## src/rtl/axi_write_ctrl.sv

```systemverilog
`timescale 1ns/1ps
// AXI4-Lite write-execution stage: collects AW and W in any order, performs one
// checked memory write and hands a one-cycle response strobe to the B stage.
module axi_write_ctrl #(
    parameter int ADDR_WIDTH = 32,
    parameter int DATA_WIDTH = 32,
    parameter int STRB_WIDTH = DATA_WIDTH / 8,
    parameter int MEM_BYTES  = 1024,
    parameter int TIMEOUT    = 15
) (
    input  logic                  clk,
    input  logic                  resetn,
    input  logic                  AWVALID,
    output logic                  AWREADY,
    input  logic [ADDR_WIDTH-1:0] AWADDR,
    input  logic                  WVALID,
    output logic                  WREADY,
    input  logic [DATA_WIDTH-1:0] WDATA,
    input  logic [STRB_WIDTH-1:0] WSTRB,
    output logic                  WEN,
    output logic [ADDR_WIDTH-1:0] MADDR,
    output logic [STRB_WIDTH-1:0] MSTRB,
    output logic [DATA_WIDTH-1:0] MDATA,
    input  logic                  MACK,
    input  logic                  MERR,
    output logic                  WRESPREADY,
    output logic [1:0]            WRESP,
    input  logic                  BRESPREADY
);

    localparam int CNT_WIDTH = $clog2(TIMEOUT + 1);
    localparam logic [ADDR_WIDTH-1:0] MEM_LIMIT  = ADDR_WIDTH'(MEM_BYTES);
    localparam logic [ADDR_WIDTH-1:0] ALIGN_MASK = ADDR_WIDTH'(STRB_WIDTH - 1);
    localparam logic [CNT_WIDTH-1:0]  CNT_LAST   = CNT_WIDTH'(TIMEOUT);
    localparam logic [CNT_WIDTH-1:0]  CNT_ONE    = CNT_WIDTH'(1);
    localparam logic [1:0] RESP_OKAY   = 2'b00;
    localparam logic [1:0] RESP_SLVERR = 2'b10;

    typedef enum logic [1:0] {
        IDLE   = 2'd0,
        WRITE  = 2'd1,
        RESP   = 2'd2,
        WAIT_B = 2'd3
    } state_t;

    function automatic logic addr_legal(input logic [ADDR_WIDTH-1:0] addr);
        return (addr < MEM_LIMIT) && ((addr & ALIGN_MASK) == '0);
    endfunction

    state_t                  state_r, state_s;
    logic                    started_r;
    logic                    aw_held_r, aw_held_s;
    logic                    w_held_r, w_held_s;
    logic [CNT_WIDTH-1:0]    cnt_r, cnt_s;
    logic                    awready_r, awready_s;
    logic                    wready_r, wready_s;
    logic                    wen_r, wen_s;
    logic                    wrespready_r, wrespready_s;
    logic [1:0]              wresp_r, wresp_s;
    logic [ADDR_WIDTH-1:0]   maddr_r, maddr_s;
    logic [STRB_WIDTH-1:0]   mstrb_r, mstrb_s;
    logic [DATA_WIDTH-1:0]   mdata_r, mdata_s;
    logic                    aw_hs_s, w_hs_s, aw_got_s, w_got_s;

    // Next-state and next-output computation; every output is a register fed from here.
    always_comb begin
        aw_hs_s      = AWVALID && awready_r;
        w_hs_s       = WVALID && wready_r;
        aw_got_s     = aw_held_r || aw_hs_s;
        w_got_s      = w_held_r || w_hs_s;
        state_s      = state_r;
        aw_held_s    = aw_held_r;
        w_held_s     = w_held_r;
        cnt_s        = cnt_r;
        awready_s    = 1'b0;
        wready_s     = 1'b0;
        wen_s        = 1'b0;
        wrespready_s = 1'b0;
        wresp_s      = wresp_r;
        maddr_s      = maddr_r;
        mstrb_s      = mstrb_r;
        mdata_s      = mdata_r;
        case (state_r)
            IDLE: begin
                if (aw_hs_s) begin
                    maddr_s = AWADDR;
                end else begin
                    maddr_s = maddr_r;
                end
                if (w_hs_s) begin
                    mstrb_s = WSTRB;
                    mdata_s = WDATA;
                end else begin
                    mstrb_s = mstrb_r;
                    mdata_s = mdata_r;
                end
                // Decide on the handshake cycle itself so WEN or the strobe lands one cycle later.
                if (aw_got_s && w_got_s) begin
                    aw_held_s = 1'b0;
                    w_held_s  = 1'b0;
                    if (!addr_legal(maddr_s)) begin
                        state_s      = RESP;
                        wrespready_s = 1'b1;
                        wresp_s      = RESP_SLVERR;
                    end else if (mstrb_s == '0) begin
                        state_s      = RESP;
                        wrespready_s = 1'b1;
                        wresp_s      = RESP_OKAY;
                    end else begin
                        state_s = WRITE;
                        wen_s   = 1'b1;
                        cnt_s   = CNT_ONE;
                    end
                end else begin
                    aw_held_s = aw_got_s;
                    w_held_s  = w_got_s;
                    awready_s = started_r && !aw_got_s;
                    wready_s  = started_r && !w_got_s;
                end
            end
            WRITE: begin
                if (MACK) begin
                    state_s      = RESP;
                    wrespready_s = 1'b1;
                    wresp_s      = MERR ? RESP_SLVERR : RESP_OKAY;
                end else if (cnt_r == CNT_LAST) begin
                    state_s      = RESP;
                    wrespready_s = 1'b1;
                    wresp_s      = RESP_SLVERR;
                end else begin
                    wen_s = 1'b1;
                    cnt_s = cnt_r + CNT_ONE;
                end
            end
            RESP: begin
                state_s = WAIT_B;
            end
            WAIT_B: begin
                if (BRESPREADY) begin
                    state_s   = IDLE;
                    awready_s = 1'b1;
                    wready_s  = 1'b1;
                end else begin
                    state_s = WAIT_B;
                end
            end
            default: begin
                state_s = IDLE;
            end
        endcase
    end

    // State and output registers with synchronous active-low reset.
    always_ff @(posedge clk) begin
        if (!resetn) begin
            state_r      <= IDLE;
            started_r    <= 1'b0;
            aw_held_r    <= 1'b0;
            w_held_r     <= 1'b0;
            cnt_r        <= '0;
            awready_r    <= 1'b0;
            wready_r     <= 1'b0;
            wen_r        <= 1'b0;
            wrespready_r <= 1'b0;
            wresp_r      <= 2'b00;
            maddr_r      <= '0;
            mstrb_r      <= '0;
            mdata_r      <= '0;
        end else begin
            state_r      <= state_s;
            started_r    <= 1'b1;
            aw_held_r    <= aw_held_s;
            w_held_r     <= w_held_s;
            cnt_r        <= cnt_s;
            awready_r    <= awready_s;
            wready_r     <= wready_s;
            wen_r        <= wen_s;
            wrespready_r <= wrespready_s;
            wresp_r      <= wresp_s;
            maddr_r      <= maddr_s;
            mstrb_r      <= mstrb_s;
            mdata_r      <= mdata_s;
        end
    end

    assign AWREADY    = awready_r;
    assign WREADY     = wready_r;
    assign WEN        = wen_r;
    assign WRESPREADY = wrespready_r;
    assign WRESP      = wresp_r;
    assign MADDR      = maddr_r;
    assign MSTRB      = mstrb_r;
    assign MDATA      = mdata_r;

endmodule

```

## config.mk

```make
export PLATFORM = sky130hd
export DESIGN_NAME = axi_write_ctrl
export DESIGN_NICKNAME = d
export VERILOG_FILES = /design/src/rtl/axi_write_ctrl.sv
export SDC_FILE = /design/constraint.sdc
export NUM_CORES = 1
export LEC_CHECK = 0
export BUFFER_PORTS_ARGS = -buffer_cell sky130_fd_sc_hd__buf_4
export CORE_MARGIN = 10
export CORE_UTILIZATION = 37
export DETAILED_ROUTE_END_ITERATION = 8
export PLACE_DENSITY_LB_ADDON = 0.3
export SLEW_MARGIN = 25
export SYNTH_ARGS = -nofsm -noshare
export SYNTH_HDL_FRONTEND = slang
export SYNTH_SLANG_ARGS = --single-unit
```

## constraint.sdc

```tcl
create_clock -name clk -period 3.3 [get_ports clk]
set_input_delay 0.33 -clock clk [delete_from_list [all_inputs] [get_ports clk]]
set_output_delay 0.33 -clock clk [all_outputs]
set_load 0.005 [all_outputs]
```

After elaboration in Yosys (flattened, before gate mapping)
Index checks and enable logic that the tools add are counted.
W data, S select, Z words.
{"block": "word_totals", "reg_bits": 83, "in_bits": 75, "out_inout_bits": 74, "elab_cells": 87}
{"block": "op_classes", "add_sub_neg": 1, "n_lt_le_gt_ge": 1, "n_eq_ne": 11, "muxes": 43, "n_reduce_logical": 18}
{"operator": "$mux W32", "n": 2}
{"operator": "$logic_not A32 Y1", "n": 1}
{"operator": "$lt A32 B11 Y1 const B", "n": 1}
{"operator": "$mux W4", "n": 7}
{"operator": "$mux W2", "n": 11}
{"operator": "$mux W1", "n": 16}
{"operator": "$ne A2 B2 Y1 const B", "n": 5}
{"operator": "$pmux W1 S2", "n": 4}
{"operator": "$pmux W2 S4", "n": 1}
{"operator": "$pmux W4 S2", "n": 1}
{"operator": "$logic_and A1 B1 Y1", "n": 6}
{"operator": "$ne A3 B3 Y1 const B", "n": 2}
{"operator": "$reduce_and A6 Y1", "n": 1}
{"operator": "$add A4 B1 Y4 const B", "n": 1}
{"operator": "$eq A2 B2 Y1 const B", "n": 2}
{"operator": "$eq A4 B4 Y1 const B", "n": 1}
{"operator": "$logic_not A4 Y1", "n": 1}
{"operator": "$pmux W2 S2", "n": 1}
{"operator": "$reduce_and A2 Y1", "n": 2}
{"operator": "$reduce_and A4 Y1", "n": 1}
{"operator": "$eq A2 B1 Y1 const B", "n": 1}
{"operator": "$logic_not A1 Y1", "n": 2}
{"operator": "$logic_not A2 Y1", "n": 1}
{"operator": "$logic_or A1 B1 Y1", "n": 2}
{"operator": "$reduce_bool A2 Y1", "n": 1}

Logic depth before layout (Yosys ltp)
Gate-level depths: netlist of run 1.
{"block": "logic_depth", "depth_word": 8, "mapped_depth": 7, "mapped_depth_nobuf": 6}

Least setup slack after synthesis of run 1
OpenSTA, ideal clock, no wires.
{"block": "synth_path", "path_type": "register to register", "startpoint": "register cnt_r[0]", "endpoint": "register cnt_r[2]", "setup_ns": 0.117, "arrival_time_ns": 1.502, "required_time_ns": 3.183, "setup_slack_ns": 1.680, "path_stages_with_launch": 7, "n_path_buf": 0, "synth_period_minus_slack_ns": 1.620, "cell_sequence": "dfxtp_1 ha_1 a31oi_1 and2_4 o211a_4 a31o_1 a32o_1"}
{"block": "synth_via", "elab_chain_len": 4, "word_cells_on_any_way": 7, "cone_classes": "add/sub: 1; eq/ne: 2; mux: 3; reduce/logical: 1"}
{"item": "start, declared", "line_no": "54", "rtl": "logic [CNT_WIDTH-1:0] cnt_r, cnt_s;"}
{"item": "start signal, assigned", "line_no": "174", "rtl": "cnt_r <= cnt_s;"}
{"item": "$add A4 B1 Y4", "line_no": "132", "rtl": "cnt_s = cnt_r + CNT_ONE;"}
{"item": "$mux W4", "line_no": "126", "rtl": "end else if (cnt_r == CNT_LAST) begin"}
{"item": "$mux W4", "line_no": "122", "rtl": "if (MACK) begin"}
{"item": "$pmux W4 S2", "line_no": "83", "rtl": "case (state_r)"}
Several ways; a longest one is shown, not always the timed one. The select of a mux whose other input is x is not followed.
A chain may end at the register's enable or synchronous reset.

Final worst setup path of run 1
{"block": "layout_path", "startpoint": "register state_r[0]", "endpoint": "register w_held_r"}
{"block": "layout_via", "elab_chain_len": 1}
{"item": "start, declared", "line_no": "50", "rtl": "state_t state_r, state_s;"}
{"item": "start signal, assigned", "line_no": "170", "rtl": "state_r <= state_s;"}
{"item": "$logic_not A2 Y1", "line_no": "83"}
{"item": "end signal, assigned", "line_no": "173", "rtl": "w_held_r <= w_held_s;"}
{"item": "end, declared", "line_no": "53", "rtl": "logic w_held_r, w_held_s;"}
Every way passes these cells.

==> results of run 1 <==
[power groups by stage]
stage               registers (uW)  logic [uW]  clock network (uW)
floorplan                     1190         501                   0
global placement              1190         789                   0
detailed placement            1190         800                   0
CTS                           1170         802                 745
global route                  1190         896                 788
finish                        1170         795                 722
[cell usage in the layout (no fill, tap or decap), types with 3 or more instances in the layout]
master,instances
ha_1,5
a31oi_1,4
nor4_2,5
o21ai_0,4
dfxtp_1,82
nand2_1,143
nor4_1,9
a21oi_1,78
buf_4,151
nor2_1,3
inv_1,6
clkbuf_8,10
nand3_1,9
nand2b_1,5
[through the flow]
stage | power, uW | utilization, % | cells
global placement | 1980 | 51.1 | 646
CTS | 2720 | 53.4 | 662
detailed placement | 1990 | 51.1 | 646
global route | 2870 | 53.4 | 662
finish | 2690 | 53.4 | 662
floorplan | 1690 | - | 413
[state kept, by name, summed over array words and instances, names as in the netlist]
name	count
MADDR	32
state_r	2
AWREADY	1
MSTRB	4
aw_held_r	1
started_r	1
cnt_r	4
WRESPREADY	1
WREADY	1
MDATA	32
WRESP	1
WEN	1
w_held_r	1
[worst max-delay path by stage]
stage,to,slack (ns),depth (start not counted)
final,w_held_r,1.15,4
after global routing,w_held_r,0.81,4
after CTS,w_held_r,1.13,4
after detailed placement,w_held_r,1.16,4
after global placement,w_held_r,1.26,4
after floorplan,cnt_r[2],1.68,6
[per-layer routing]
layer | track usage, % | up-vias
met5 | 0 | -
met4 | 5.68 | 0
met3 | 4.93 | 8
met2 | 23.8 | 100
met1 | 18.3 | 1496
li1 | - | 1664
[cell families after synthesis]
logic type | after synthesis
AO/OA/AOI/OAI | 101
adder cells (fa/ha/maj) | 5
buffers and inverters | 33
flip-flops | 82
multiplexers | 2
other | 1
AND/OR/NAND/NOR | 189
[cell type report]
cell class / count / share of cell area (%)
multi-input combinational: 298 / 32.7
tap: 108 / 2.90
timing repair buffer: 151 / 24.4
sequential: 82 / 35.3
clock inverter: 4 / 1.10
clock buffer: 12 / 3.12
inverter: 7 / 0.565
==> results.md, run 1 <==
* Hold path start: resetn
* CTS buffer count at 9
* P per Cell Area at ~580 mW/mm2
* CP startpoint kind: flop
* Critical path, cell by cell: inv_1, ha_1, nand3_2, a211oi_1
* Psw at 862 uW
* H-tree Lvls at 3
* Synthesized flop and latch total at 82
* Hold Crit Class: in2reg
* Final ANT Viol Nets at 0
* Antenna violations before repair at 0
* Clock sink total at 82
* Vias at 3,268
* Antenna diodes at 0
* XOR/XNOR Fraction of Synth Area at 0%
* Core area at 0.00872 mm2
* Layout Skew at 0.0150 ns
* Final instance area at 0.00465 mm2
* Asr flop ratio synth at 0%
* Worst-margin pin slew at 0.868 ns
* R2R depth at 4
* Post-synth top cells: nand2_1, dfxtp_1, a21oi_1
* Port-buffer cells at 147
* Endpoints failing setup at 0
* Top_reg_cell synth: dfxtp_1
* Detailed router's first-iteration violation count at 221
* Fillers at 855
* DRC viols at 0
* Critical Path RT at approximately 3.5 ns
* Synth area leader: dfxtp_1
* Post-synth top area share at 49.7%
* Worst path slowest cell: nand3_2
* Net count, final at 629
* # IOs at between 100 and 150
* Final setup TNS at 0 ns
* Flop2flop setup slack at 1.15 ns
* Die W at 114 um
* Clock Latency Late Sink at between 0.3 and 0.4 ns
* Top Layer Used: met4
* Worst hold margin at approximately 0.19 ns
* Sequential fraction of design power at between 40% and 50%
* Synth area leaders: dfxtp_1, nand2_1, a21oi_1, clkbuf_1, ha_1
* Post-Synth Adder-Cell Area at 1.89%
* Worst R2R End: w_held_r
* Gr usage total at 15.0%
* Max Slew Vio Count at 0
* Starting density of the core at 37.9%
* Clk network pwr share at 26.9%
* Internal power at 1830 uW
* Gate power share at 29.6%
* Status: completed
* Mapped cell area at between 0.003 and 0.004 mm2
* Area fraction in compound gates after synthesis at between 10% and 20%
* Final Cycle Share at roughly 65%
* Sw Ratio at 32.1%
* Simple-gate portion of the synthesized area at roughly 26%
* Critical Path Fanout Max at 37
* Clock-pin slew on the worst setup and hold paths at 0.08 ns
* Hold Crit Depth at 1
* WL per Instance at 15.6 um
* Die area at 0.0131 mm2
* CP Capture Type: flop
* DR WL met2 at between 5 and 6 mm
* CTS tree: yes
* Reg area at 0.00164 mm2
* Drt pass-1 iters at 6
* Hold EP: started_r
* Layout cells sized above 1 at about a third
* Critical path class: reg2reg
* Critical Path Start: state_r[0]
* CTS resizes at 0
* Dpl hpwl at ~7.8 mm
* RSZ-0062 raised after global routing: false
* Placed Instance Area at roughly 0.0045 mm2
* Multiplexer area fraction after synthesis at 0.720%
* Final min period at 2.15 ns
* VDD IR max at between 0.2 and 0.3 mV
* Post-synthesis cell type count at 42
* Relative slew slack at 42.2%
* Most common cell in the netlist: nand2_1
* DIE HEIGHT at 114 um
* CTS root buf: clkbuf_8
* Fin. Hold Viols at 0
* CP top delay family: simple AND/OR/NAND/NOR gates
* Largest net degree at the start of global routing at 48
* Critical Path AT at 2.40 ns
* Slack of the critical path at between 1 and 1.5 ns
* Area grow syn2layout at 40.9%
* P_leak at 0.00192 uW
* Cells after Synth at 413
* Hold_buf cts at 0
* Syn_nets at 493
* Num rows at 34
* Largest family of logic cells by synthesized area: simple AND/OR/NAND/NOR gates
* Area of the multi-input gates at 0.00152 mm2
* Max Cap Viol at 0
* YS warnings at 0
* Delay of the slowest critical-path stage at approximately 0.71 ns
* Metal-1 WL at 4.41 mm
* Mapped Avg Cell Area at about 8 um2
* FF-to-FF Start: state_r[0]
* Final Wtd Congestion at roughly 0.79
* Met3 WL post-DR at 770 um
* CTS max path bufs at 2
* Pre-CTS worst setup slack at around 1.2 ns
* Register area share after synthesis at 49.7%
* Fmax achieved at 465 MHz
* Number of global-route vias before repair at 3,165
* Post CTS Setup Buffer Count at 0
* Post-synth EDFFs at 0
* GR Overflow Total at 0
* Global-route wire length before repair at 16.0 mm
* Final WL at 10.3 mm
* Vias per inst at 4.94
* CP bufs+invs at 1
Note: power is estimated with default switching activity, not from simulation.
==> inputs of run 2 (changes only) <==
clock period = 2.1 ns   (was 3.3 ns; I/O delays follow)
==> run 2 against run 1 <==
Compared with the run above: combinational power grew 70%; largest power group unchanged; die area is the same; cell area up 1.2%; sequential power grew 57%; critical path type unchanged; non-clock buffer count rose by 4; critical endpoint is now cnt_r[2]; register-to-register slack got worse by 0.86 ns; clock skew decreased by 0.0063 ns.
==> results.md, run 2 (synthesis gave the netlist of run 1 again) <==
* CP startpoint kind: flop
* Clock sink total at 82 (unchanged)
* Max Cap Viol at 0 (unchanged)
* Final setup TNS at 0 ns (unchanged)
* Global-route wire length before repair at 16.3 mm (+1.9%)
* CP bufs+invs at 1 (unchanged)
* P per Cell Area at 902 mW/mm2 (+56%)
* CTS buffer count at 9 (unchanged)
* Critical Path AT at 2.04 ns (-0.36 ns)
* Net count, final at 633 (+0.64%)
* Final min period at 1.81 ns (-0.344 ns)
* Endpoints failing setup at 0 (unchanged)
* Worst path slowest cell: dfxtp_1
* Area grow syn2layout at 42.6%
* Most frequent cells in the layout: buf_4, nand2_1, dfxtp_1
* Max Slew Vio Count at 0 (unchanged)
* Critical path depth at 6 (+2)
* Final WL at 10.3 mm (+0.35%)
* Die W at 114 um (unchanged)
* Port-buffer cells at 147 (unchanged)
* Clock-pin slew on the worst setup and hold paths at 0.08 ns (about the same)
* Core area at 0.00872 mm2 (unchanged)
* Starting density of the core at 37.9% (unchanged)
* Slack of the critical path at 0.292 ns (-0.856 ns)
* Layout Skew at 0.00864 ns (-0.00635 ns)
* Largest net degree at the start of global routing at 42 (-13%)
* Antenna diodes at 0 (unchanged)
* VDD IR max at 0.392 mV (+56%)
* Num rows at 34 (unchanged)
* CTS resizes at 0 (unchanged)
* WL per Instance at 15.6 um (+0.20%)
* Critical Path RT at 2.33 ns (-1.21 ns)
* Flop2flop setup slack at 0.29 ns (-0.86 ns)
* Critical path, cell by cell: inv_1, ha_1, nor2b_1, o211a_4, a31o_1, a32o_1
* CTS tree: yes
* CTS root buf: clkbuf_8
* Hold Crit Class: in2reg
* Critical path class: reg2reg
* Final Wtd Congestion at 0.811 (+2.2%)
* Pre-CTS worst setup slack at 0.312 ns (-0.846 ns)
* CP Capture Type: flop
* H-tree Lvls at 3 (unchanged)
* Final Cycle Share at 86.1% (+21 points)
* CTS max path bufs at 2 (unchanged)
* Detailed router's first-iteration violation count at 173 (-22%)
* Hold path start: resetn
* Status: completed
* Fmax achieved at 553 MHz (+19%)
* DRC viols at 0 (unchanged)
* Hold Crit Depth at 1 (unchanged)
* Layout cells sized above 1 at 32.8% (+0.30 points)
* Hold EP: started_r
* Final ANT Viol Nets at 0 (unchanged)
* Clock Latency Late Sink at 0.34 ns (about the same)
* Post CTS Setup Buffer Count at 0 (unchanged)
* Dpl hpwl at 7.90 mm (+1.2%)
* Critical Path Fanout Max at 12 (-68%)
* P_leak at 0.00195 uW (+1.4%)
* Worst hold margin at 0.0610 ns (-0.130 ns)
* Drt pass-1 iters at 4 (-2)
* Vias per inst at 4.95 (+0.22%)
* Delay of the slowest critical-path stage at 0.38 ns (-0.33 ns)
* DIE HEIGHT at 114 um (unchanged)
* R2R depth at 6 (+2)
* GR Overflow Total at 0 (unchanged)
* Antenna violations before repair at 0 (unchanged)
* Vias at 3,280 (+0.37%)
* Fin. Hold Viols at 0 (unchanged)
* Number of global-route vias before repair at 3,203 (+1.2%)
* CP top delay family: compound AO/OA/AOI/OAI gates
* FF-to-FF Start: state_r[0]
* Commonest non-fill, non-tap cell in the layout: buf_4
* Worst R2R End: cnt_r[2]
* RSZ-0062 raised after global routing: false
* Gr usage total at 15.1% (+0.097 points)
* Hold_buf cts at 0 (unchanged)
* # IOs at 149 (unchanged)
* Die area at 0.0131 mm2 (unchanged)
-- run 2: through the flow --
step | utilization [%] | instances | power [uW] | area, um2
finish | 54.0 | 663 | 4250 | 4710
global route | 54.0 | 663 | 4530 | 4710
CTS | 54.0 | 663 | 4290 | 4710
detailed placement | 52.0 | 650 | 3230 | 4540
global placement | 52.0 | 650 | 3200 | 4540
floorplan | - | 413 | 2660 | 3300
-- run 2: power by group --
group | switching, uW | internal (uW) | total, uW
registers | 122 | 1720 | 1840
logic | 705 | 643 | 1350
clock network | 527 | 531 | 1060
total | 1350 | 2890 | 4250
-- run 2: worst max-delay path by stage --
stage | start | end | slack, ns
floorplan | cnt_r[0] | cnt_r[2] | 0.48
global placement | state_r[0] | cnt_r[2] | 0.35
detailed placement | state_r[0] | cnt_r[2] | 0.31
CTS | state_r[0] | cnt_r[2] | 0.30
global route | state_r[0] | cnt_r[2] | 0.21
finish | state_r[0] | cnt_r[2] | 0.29
-- run 2: layout make-up --
type | count | area (um2)
clock buffers | 10 | 128
clock inverters | 3 | 43.8
fillers | 832 | 4010
inverters | 7 | 26.3
multi-input cells | 298 | 1520
flip-flops and latches | 82 | 1640
well taps | 108 | 135
repair buffers | 155 | 1210
-- run 2: metal layers --
| layer | GRT usage, % | vias to the layer above | share of wire [%] | wire, um |
|---|---|---|---|---|
| met2 | 24.5 | 91 | 49 | 5100 |
| met4 | 5.43 | 0 | 1.5 | 153 |
| met1 | 18.1 | 1514 | 41 | 4290 |
| li1 | - | 1665 | - | - |
| met3 | 4.93 | 10 | 7.7 | 799 |
| met5 | 0 | - | 0 | 0 |
